### src/rtl/spi_frame_decoder_if.sv
// Byte-stream and register-bank signals between the SPI front end, the frame
// decoder and the register file.
interface spi_frame_decoder_if #(
  parameter int ADDR_W     = 5,
  parameter int DATA_BYTES = 2
);
  localparam int DW = 8 * DATA_BYTES;

  logic [7:0]        data_in;
  logic              data_valid_in;
  logic              transaction_valid_in;
  logic [DW-1:0]     wr_data_out;
  logic [ADDR_W-1:0] wr_addr_out;
  logic              wr_valid_out;
  logic [ADDR_W-1:0] rd_addr_out;
  logic              rd_req_out;
  logic [DW-1:0]     rd_data_in;
  logic [7:0]        tx_data_out;
  logic              frame_error_out;

  modport slave (
    input  data_in, data_valid_in, transaction_valid_in, rd_data_in,
    output wr_data_out, wr_addr_out, wr_valid_out, rd_addr_out, rd_req_out,
           tx_data_out, frame_error_out
  );

  modport master (
    output data_in, data_valid_in, transaction_valid_in, rd_data_in,
    input  wr_data_out, wr_addr_out, wr_valid_out, rd_addr_out, rd_req_out,
           tx_data_out, frame_error_out
  );
endinterface

### src/rtl/spi_frame_decoder.sv
// Turns SPI frames (header + MSB-first data words) into register-bank writes
// and reads, with optional auto-increment bursts and malformed-frame flagging.
module spi_frame_decoder #(
  parameter int ADDR_W     = 5,
  parameter int DATA_BYTES = 2,
  parameter bit BURST_EN   = 1'b1
) (
  input logic                clk_in,
  input logic                reset_in,
  spi_frame_decoder_if.slave bus
);
  localparam int DW = 8 * DATA_BYTES;
  localparam int CW = (DATA_BYTES > 1) ? $clog2(DATA_BYTES) : 1;
  localparam logic [CW-1:0] LAST = CW'(DATA_BYTES - 1);

  typedef enum logic [1:0] {HDR, WDATA, RDATA, DISCARD} state_e;

  state_e            state_q;
  logic [CW-1:0]     cnt_q;
  logic [ADDR_W-1:0] addr_q;
  logic              burst_q;
  logic [DW-1:0]     word_q;
  logic [DW-1:0]     tx_q;
  logic [DW-1:0]     wr_data_q;
  logic [ADDR_W-1:0] wr_addr_q;
  logic              wr_valid_q;
  logic [ADDR_W-1:0] rd_addr_q;
  logic              rd_req_q;
  logic              rd_pend_q;
  logic              err_q;

  logic [DW-1:0]     word_d;
  logic [ADDR_W-1:0] addr_inc_d;
  logic              last_d;
  logic [7:0]        tx_byte_d;

  always_comb begin
    word_d     = (word_q << 8) | DW'(bus.data_in);
    addr_inc_d = addr_q + ADDR_W'(1);
    last_d     = (cnt_q == LAST);
    tx_byte_d  = 8'(tx_q >> (8 * (int'(LAST) - int'(cnt_q))));
  end

  always_ff @(posedge clk_in) begin
    if (reset_in) begin
      state_q    <= HDR;
      cnt_q      <= '0;
      addr_q     <= '0;
      burst_q    <= 1'b0;
      word_q     <= '0;
      tx_q       <= '0;
      wr_data_q  <= '0;
      wr_addr_q  <= '0;
      wr_valid_q <= 1'b0;
      rd_addr_q  <= '0;
      rd_req_q   <= 1'b0;
      rd_pend_q  <= 1'b0;
      err_q      <= 1'b0;
    end else begin
      wr_valid_q <= 1'b0;
      rd_req_q   <= 1'b0;
      err_q      <= 1'b0;
      // Register file answers one cycle after the request; grab it then.
      rd_pend_q  <= rd_req_q;
      if (rd_pend_q) tx_q <= bus.rd_data_in;

      if (!bus.transaction_valid_in) begin
        if (state_q == WDATA && cnt_q != '0) err_q <= 1'b1;
        state_q <= HDR;
        cnt_q   <= '0;
      end else if (bus.data_valid_in) begin
        unique case (state_q)
          HDR: begin
            addr_q  <= bus.data_in[ADDR_W-1:0];
            burst_q <= BURST_EN & bus.data_in[6];
            cnt_q   <= '0;
            if (bus.data_in[7]) begin
              rd_req_q  <= 1'b1;
              rd_addr_q <= bus.data_in[ADDR_W-1:0];
              state_q   <= RDATA;
            end else begin
              state_q <= WDATA;
            end
          end
          WDATA: begin
            word_q <= word_d;
            if (last_d) begin
              cnt_q      <= '0;
              wr_valid_q <= 1'b1;
              wr_data_q  <= word_d;
              wr_addr_q  <= addr_q;
              if (burst_q) addr_q <= addr_inc_d;
              else         state_q <= DISCARD;
            end else begin
              cnt_q <= cnt_q + CW'(1);
            end
          end
          RDATA: begin
            if (last_d) begin
              cnt_q <= '0;
              if (burst_q) begin
                addr_q    <= addr_inc_d;
                rd_addr_q <= addr_inc_d;
                rd_req_q  <= 1'b1;
              end else begin
                state_q <= DISCARD;
              end
            end else begin
              cnt_q <= cnt_q + CW'(1);
            end
          end
          DISCARD: err_q <= 1'b1;
        endcase
      end
    end
  end

  // Strobes are masked while reset is held so a pulse scheduled just before
  // reset never reaches the register file.
  assign bus.wr_data_out     = wr_data_q;
  assign bus.wr_addr_out     = wr_addr_q;
  assign bus.wr_valid_out    = wr_valid_q & ~reset_in;
  assign bus.rd_addr_out     = rd_addr_q;
  assign bus.rd_req_out      = rd_req_q & ~reset_in;
  assign bus.tx_data_out     = tx_byte_d;
  assign bus.frame_error_out = err_q & ~reset_in;
endmodule

### src/flat_wrapper.sv
// flat-port wrapper written by rule: the top's interface ports become plain ports
module spi_frame_decoder_flat 
#(
  parameter int ADDR_W     = 5,
  parameter int DATA_BYTES = 2,
  parameter bit BURST_EN   = 1'b1
)
  (clk_in, reset_in, bus_data_in, bus_data_valid_in, bus_transaction_valid_in, bus_rd_data_in, bus_wr_data_out, bus_wr_addr_out, bus_wr_valid_out, bus_rd_addr_out, bus_rd_req_out, bus_tx_data_out, bus_frame_error_out);
  spi_frame_decoder_if #(.ADDR_W(ADDR_W), .DATA_BYTES(DATA_BYTES)) bus_i ();
  input logic clk_in;
  input logic reset_in;
  input wire logic [$bits(bus_i.data_in)-1:0] bus_data_in;
  input wire logic [$bits(bus_i.data_valid_in)-1:0] bus_data_valid_in;
  input wire logic [$bits(bus_i.transaction_valid_in)-1:0] bus_transaction_valid_in;
  input wire logic [$bits(bus_i.rd_data_in)-1:0] bus_rd_data_in;
  output wire logic [$bits(bus_i.wr_data_out)-1:0] bus_wr_data_out;
  output wire logic [$bits(bus_i.wr_addr_out)-1:0] bus_wr_addr_out;
  output wire logic [$bits(bus_i.wr_valid_out)-1:0] bus_wr_valid_out;
  output wire logic [$bits(bus_i.rd_addr_out)-1:0] bus_rd_addr_out;
  output wire logic [$bits(bus_i.rd_req_out)-1:0] bus_rd_req_out;
  output wire logic [$bits(bus_i.tx_data_out)-1:0] bus_tx_data_out;
  output wire logic [$bits(bus_i.frame_error_out)-1:0] bus_frame_error_out;
  assign bus_i.data_in = bus_data_in;
  assign bus_i.data_valid_in = bus_data_valid_in;
  assign bus_i.transaction_valid_in = bus_transaction_valid_in;
  assign bus_i.rd_data_in = bus_rd_data_in;
  assign bus_wr_data_out = bus_i.wr_data_out;
  assign bus_wr_addr_out = bus_i.wr_addr_out;
  assign bus_wr_valid_out = bus_i.wr_valid_out;
  assign bus_rd_addr_out = bus_i.rd_addr_out;
  assign bus_rd_req_out = bus_i.rd_req_out;
  assign bus_tx_data_out = bus_i.tx_data_out;
  assign bus_frame_error_out = bus_i.frame_error_out;
  spi_frame_decoder #(.ADDR_W(ADDR_W), .DATA_BYTES(DATA_BYTES), .BURST_EN(BURST_EN)) u_core (.clk_in(clk_in), .reset_in(reset_in), .bus(bus_i));
endmodule
### config.mk
export PLATFORM = sky130hd
export DESIGN_NAME = spi_frame_decoder_flat
export DESIGN_NICKNAME = d
export VERILOG_FILES = /design/src/rtl/spi_frame_decoder_if.sv /design/src/rtl/spi_frame_decoder.sv /design/src/flat_wrapper.sv
export SDC_FILE = /design/constraint.sdc
export NUM_CORES = 1
export LEC_CHECK = 0
export BUFFER_PORTS_ARGS = -buffer_cell sky130_fd_sc_hd__clkbuf_2
export CORE_ASPECT_RATIO = 0.6
export CORE_MARGIN = 1
export CORE_UTILIZATION = 32
export DETAILED_ROUTE_END_ITERATION = 10
export GPL_TIMING_DRIVEN = 0
export PLACE_DENSITY = 0.54
export SETUP_SLACK_MARGIN = 0.15
export SLEW_MARGIN = 25
export SYNTH_ARGS = -nofsm -noshare
export SYNTH_HDL_FRONTEND = slang
export SYNTH_SLANG_ARGS = --single-unit
export TNS_END_PERCENT = 100
### constraint.sdc
create_clock -name clk_in -period 1.79 [get_ports clk_in]
set_input_delay 0.4475 -clock clk_in [delete_from_list [all_inputs] [get_ports clk_in]]
set_output_delay 0.4475 -clock clk_in [all_outputs]
set_load 0.05 [all_outputs]
==> run_results.csv <==
group,metric,value,unit
run_status,status,"finished with violations",
run_status,violations,"setup timing",
routing,routed_via_density,4.66,
routing,vias,2330,
routing,wire_per_inst,14.6,µm
synth,synth.net_count,343,
synth,synth_edf_count,0,
finish,diodes,0,
die,coreArea,7980,µm²
worst_hold_path,min_to,"u_core.tx_q[13]$_SDFFE_PP0P_",
synth,postSynthAreaPerCell,8.69,µm²
timing,finClkSkew,0.00969,ns
timing,rsz0062_at_grt,"yes",
worst_setup_path,start_kind,"flop",
place,hpwlAfterDp,5040,µm
routing,dr.pass1.iters,4,
clock_network,cts_sinks,63,
worst_setup_path,reg2reg_depth,7,
place,place_congestion,0.788,
place,port_buffers,61,
worst_setup_path,end_kind,"output pin",
synth,ys_seq_area_share,47.1,%
worst_setup_path,r2r-start,"u_core.state_q[0]$_SDFFE_PP0P_",
synth,synth_cells,308,
synth,async_flop_share,0,%
finish,area_delta_synth_final,40.8,%
clock_network,cts_hold_buffers,0,
timing,drv_slew,0,
clock_network,h-tree-depth,3,
timing,hold_violations,0,
worst_hold_path,hold_path.class,"input pin to flop",
synth,yosysWarnings,0,
clock_network,insertion_delay,0.34,ns
worst_setup_path,cp.required,1.34,ns
routing,drtIter0Drc,130,
worst_setup_path,arrival,1.39,ns
synth,yosys_register_bits,63,
power_and_ir_drop,peakVddDrop,581,µV
die,die_area,8750,µm²
timing,tns,-0.264,ns
routing,drc_errors,0,
clock_network,tritoncts,"done",
die,dieWidth,120,µm
synth,syn_area,2680,µm²
grt,grt-ovfl-total,0,
power_and_ir_drop,p_per_area,939,nW/µm²
clock_network,cts_max_path_buffers,2,
finish,final_layout_size_suffix_gt1_share,33.2,%
finish,final_util,47.2,%
die,num_rows,25,
timing,fmax,545,MHz
timing,worst_slack,-0.0434,ns
routing,routed_wl,7310,µm
grt,antenna_found_initial,0,
power_and_ir_drop,p_total,3.54,mW
timing,finalSetupViolCount,8,
worst_hold_path,hold_depth,3,
clock_network,clk_transition_reported_paths,0.06,ns
worst_hold_path,worstHoldStart,"bus_rd_data_in[13]",
finish,nNetsFinal,422,
place,place_ws,-0.105,ns
worst_setup_path,critPathKind,"flop to output pin",
worst_setup_path,r2r-end,"u_core.bus.rd_addr_out[0]$_SDFFE_PP0P_",
worst_setup_path,rrSetupSlack,0.10,ns
grt,grt_pass1_vias,2270,
job,cap_violations,0,
timing,period_minus_slack,1.83,ns
synth,synth.distinct_cells,32,
clock_network,cts_root_buf,"clkbuf_16",
die,fp.dieH,72.8,µm
timing,worstMarginPinSlew,0.576,ns
routing,ant_nets,0,
grt,grt_usage,18.6,%
die,start_util,33.6,%
synth,synthFlopType,"dfxtp_1",
die,io_pins,65,
grt,grt_pass1_wl,12000,µm
power_and_ir_drop,power.leakage,1.56,nW
grt,grt_max_degree,12,
clock_network,numCtsBuffers,9,
timing,timing.final.crit_share,102,%
worst_setup_path,path_max_fanout,5,
timing,slew-limit-headroom,61.6,%
==> synth_stat cells, types with 2 or more instances <==
master,number,share of area [%]
a21oi_1,34,6.4
nor2_1,43,6.0
xor2_1,2,0.65
clkbuf_1,16,2.2
nand2_1,52,7.3
a211oi_1,2,0.56
buf_2,5,0.93
a221o_1,2,0.75
nand2b_1,6,1.4
and2_1,2,0.47
mux2i_1,26,9.7
o21ai_0,5,0.93
dfxtp_1,63,47
nor2b_1,8,1.9
mux2_2,9,3.8
nor3b_1,3,0.84
nand3_1,6,1.1
inv_1,3,0.42
a211o_1,2,0.65
ha_1,7,3.3
==> sequential cells by signal, indices dropped and copies added (netlist names) <==
name / cells
u_core.bus.rd_addr_out: 5
u_core.addr_q: 5
u_core.bus.wr_addr_out: 5
u_core.rd_req_q: 1
u_core.rd_pend_q: 1
u_core.tx_q: 16
u_core.burst_q: 1
u_core.word_q: 8
u_core.bus.wr_data_out: 16
u_core.wr_valid_q: 1
u_core.cnt_q: 1
u_core.state_q: 2
u_core.err_q: 1
==> stage by stage <==
stage | cell area, µm² | hold WS [ns] | instances
2_1_floorplan | 2730 | 0.432 | 308
3_3_place_gp | 3170 | 0.442 | 477
3_5_place_dp | 3170 | 0.450 | 477
4_1_cts | 3710 | 0.331 | 499
5_1_grt | 3770 | 0.347 | 500
6_report | 3770 | 0.342 | 500
==> cells in the final DEF (no fill, tap or decap), types with 6 or more instances in the layout <==
| cell type | netlist | routed |
|---|---|---|
| a21oi_1 | 34 | 30 |
| buf_4 | 0 | 6 |
| buf_8 | 0 | 8 |
| clkbuf_1 | 16 | 6 |
| clkbuf_16 | 0 | 12 |
| clkbuf_2 | 0 | 55 |
| dfxtp_1 | 63 | 59 |
| mux2_4 | 0 | 9 |
| mux2i_1 | 26 | 26 |
| nand2_1 | 52 | 50 |
| nand2b_1 | 6 | 6 |
| nor2_1 | 43 | 42 |
==> metal layers <==
metal	GRT usage, %	share of wire, %
met5	0	0
met4	7.08	0.79
met1	27.0	55
met2	24.5	38
met3	6.95	6.8
==> final cells by class <==
cell class	instances	area, µm²
Tap cell	108	135
Clock inverter	5	55.1
Buffer	20	140
Clock buffer	11	254
Timing Repair Buffer	69	474
Sequential cell	63	1270
Inverter	3	13.8
Fill cell	784	4210
Multi-Input combinational cell	221	1430
==> where the power goes <==
part	total (mW)	internal, mW	switching, mW
registers	1.45	1.42	0.0226
clock network	1.80	1.16	0.641
logic	0.294	0.126	0.168
==> what timing repair did <==
action                     4_1_cts  5_1_grt
resized for setup               48       27
gates cloned                     1        0
setup buffers                    6        1
setup endpoints to repair       44       44
pin swaps                        3        1
==> worst max-delay path: stages, from the launching register on <==
cell       delay, ns
dfxtp_2         0.31
buf_6           0.12
clkbuf_16       0.15
mux2_4          0.31
buf_8           0.15
==> worst max-delay path by stage <==
stage | startpoint | end | cells after the start
6_report | u_core.cnt_q$_SDFFE_PP0P_ | bus_tx_data_out[3] | 4
5_1_grt | u_core.cnt_q$_SDFFE_PP0P_ | bus_tx_data_out[4] | 4
4_1_cts | u_core.cnt_q$_SDFFE_PP0P_ | bus_tx_data_out[0] | 4
3_3_place_gp | u_core.state_q[0]$_SDFFE_PP0P_ | u_core.addr_q[0]$_SDFFE_PP0P_ | 8
2_1_floorplan | u_core.state_q[0]$_SDFFE_PP0P_ | u_core.bus.rd_addr_out[2]$_SDFFE_PP0P_ | 7
3_5_place_dp | u_core.state_q[0]$_SDFFE_PP0P_ | u_core.addr_q[0]$_SDFFE_PP0P_ | 8
==> cell families after synthesis <==
logic type / count (synthesis) / share of synthesized area (%)
and+or+nand+nor: 124 / 20.2
DFF: 63 / 47.1
AOI/OAI and AO/OA: 51 / 10.9
muxes: 36 / 13.9
buffers and inverters: 24 / 3.60
adders and majority gates: 7 / 3.27
xor gates and xnor gates: 3 / 0.982
No activity file was read; power rests on OpenSTA's default activity.
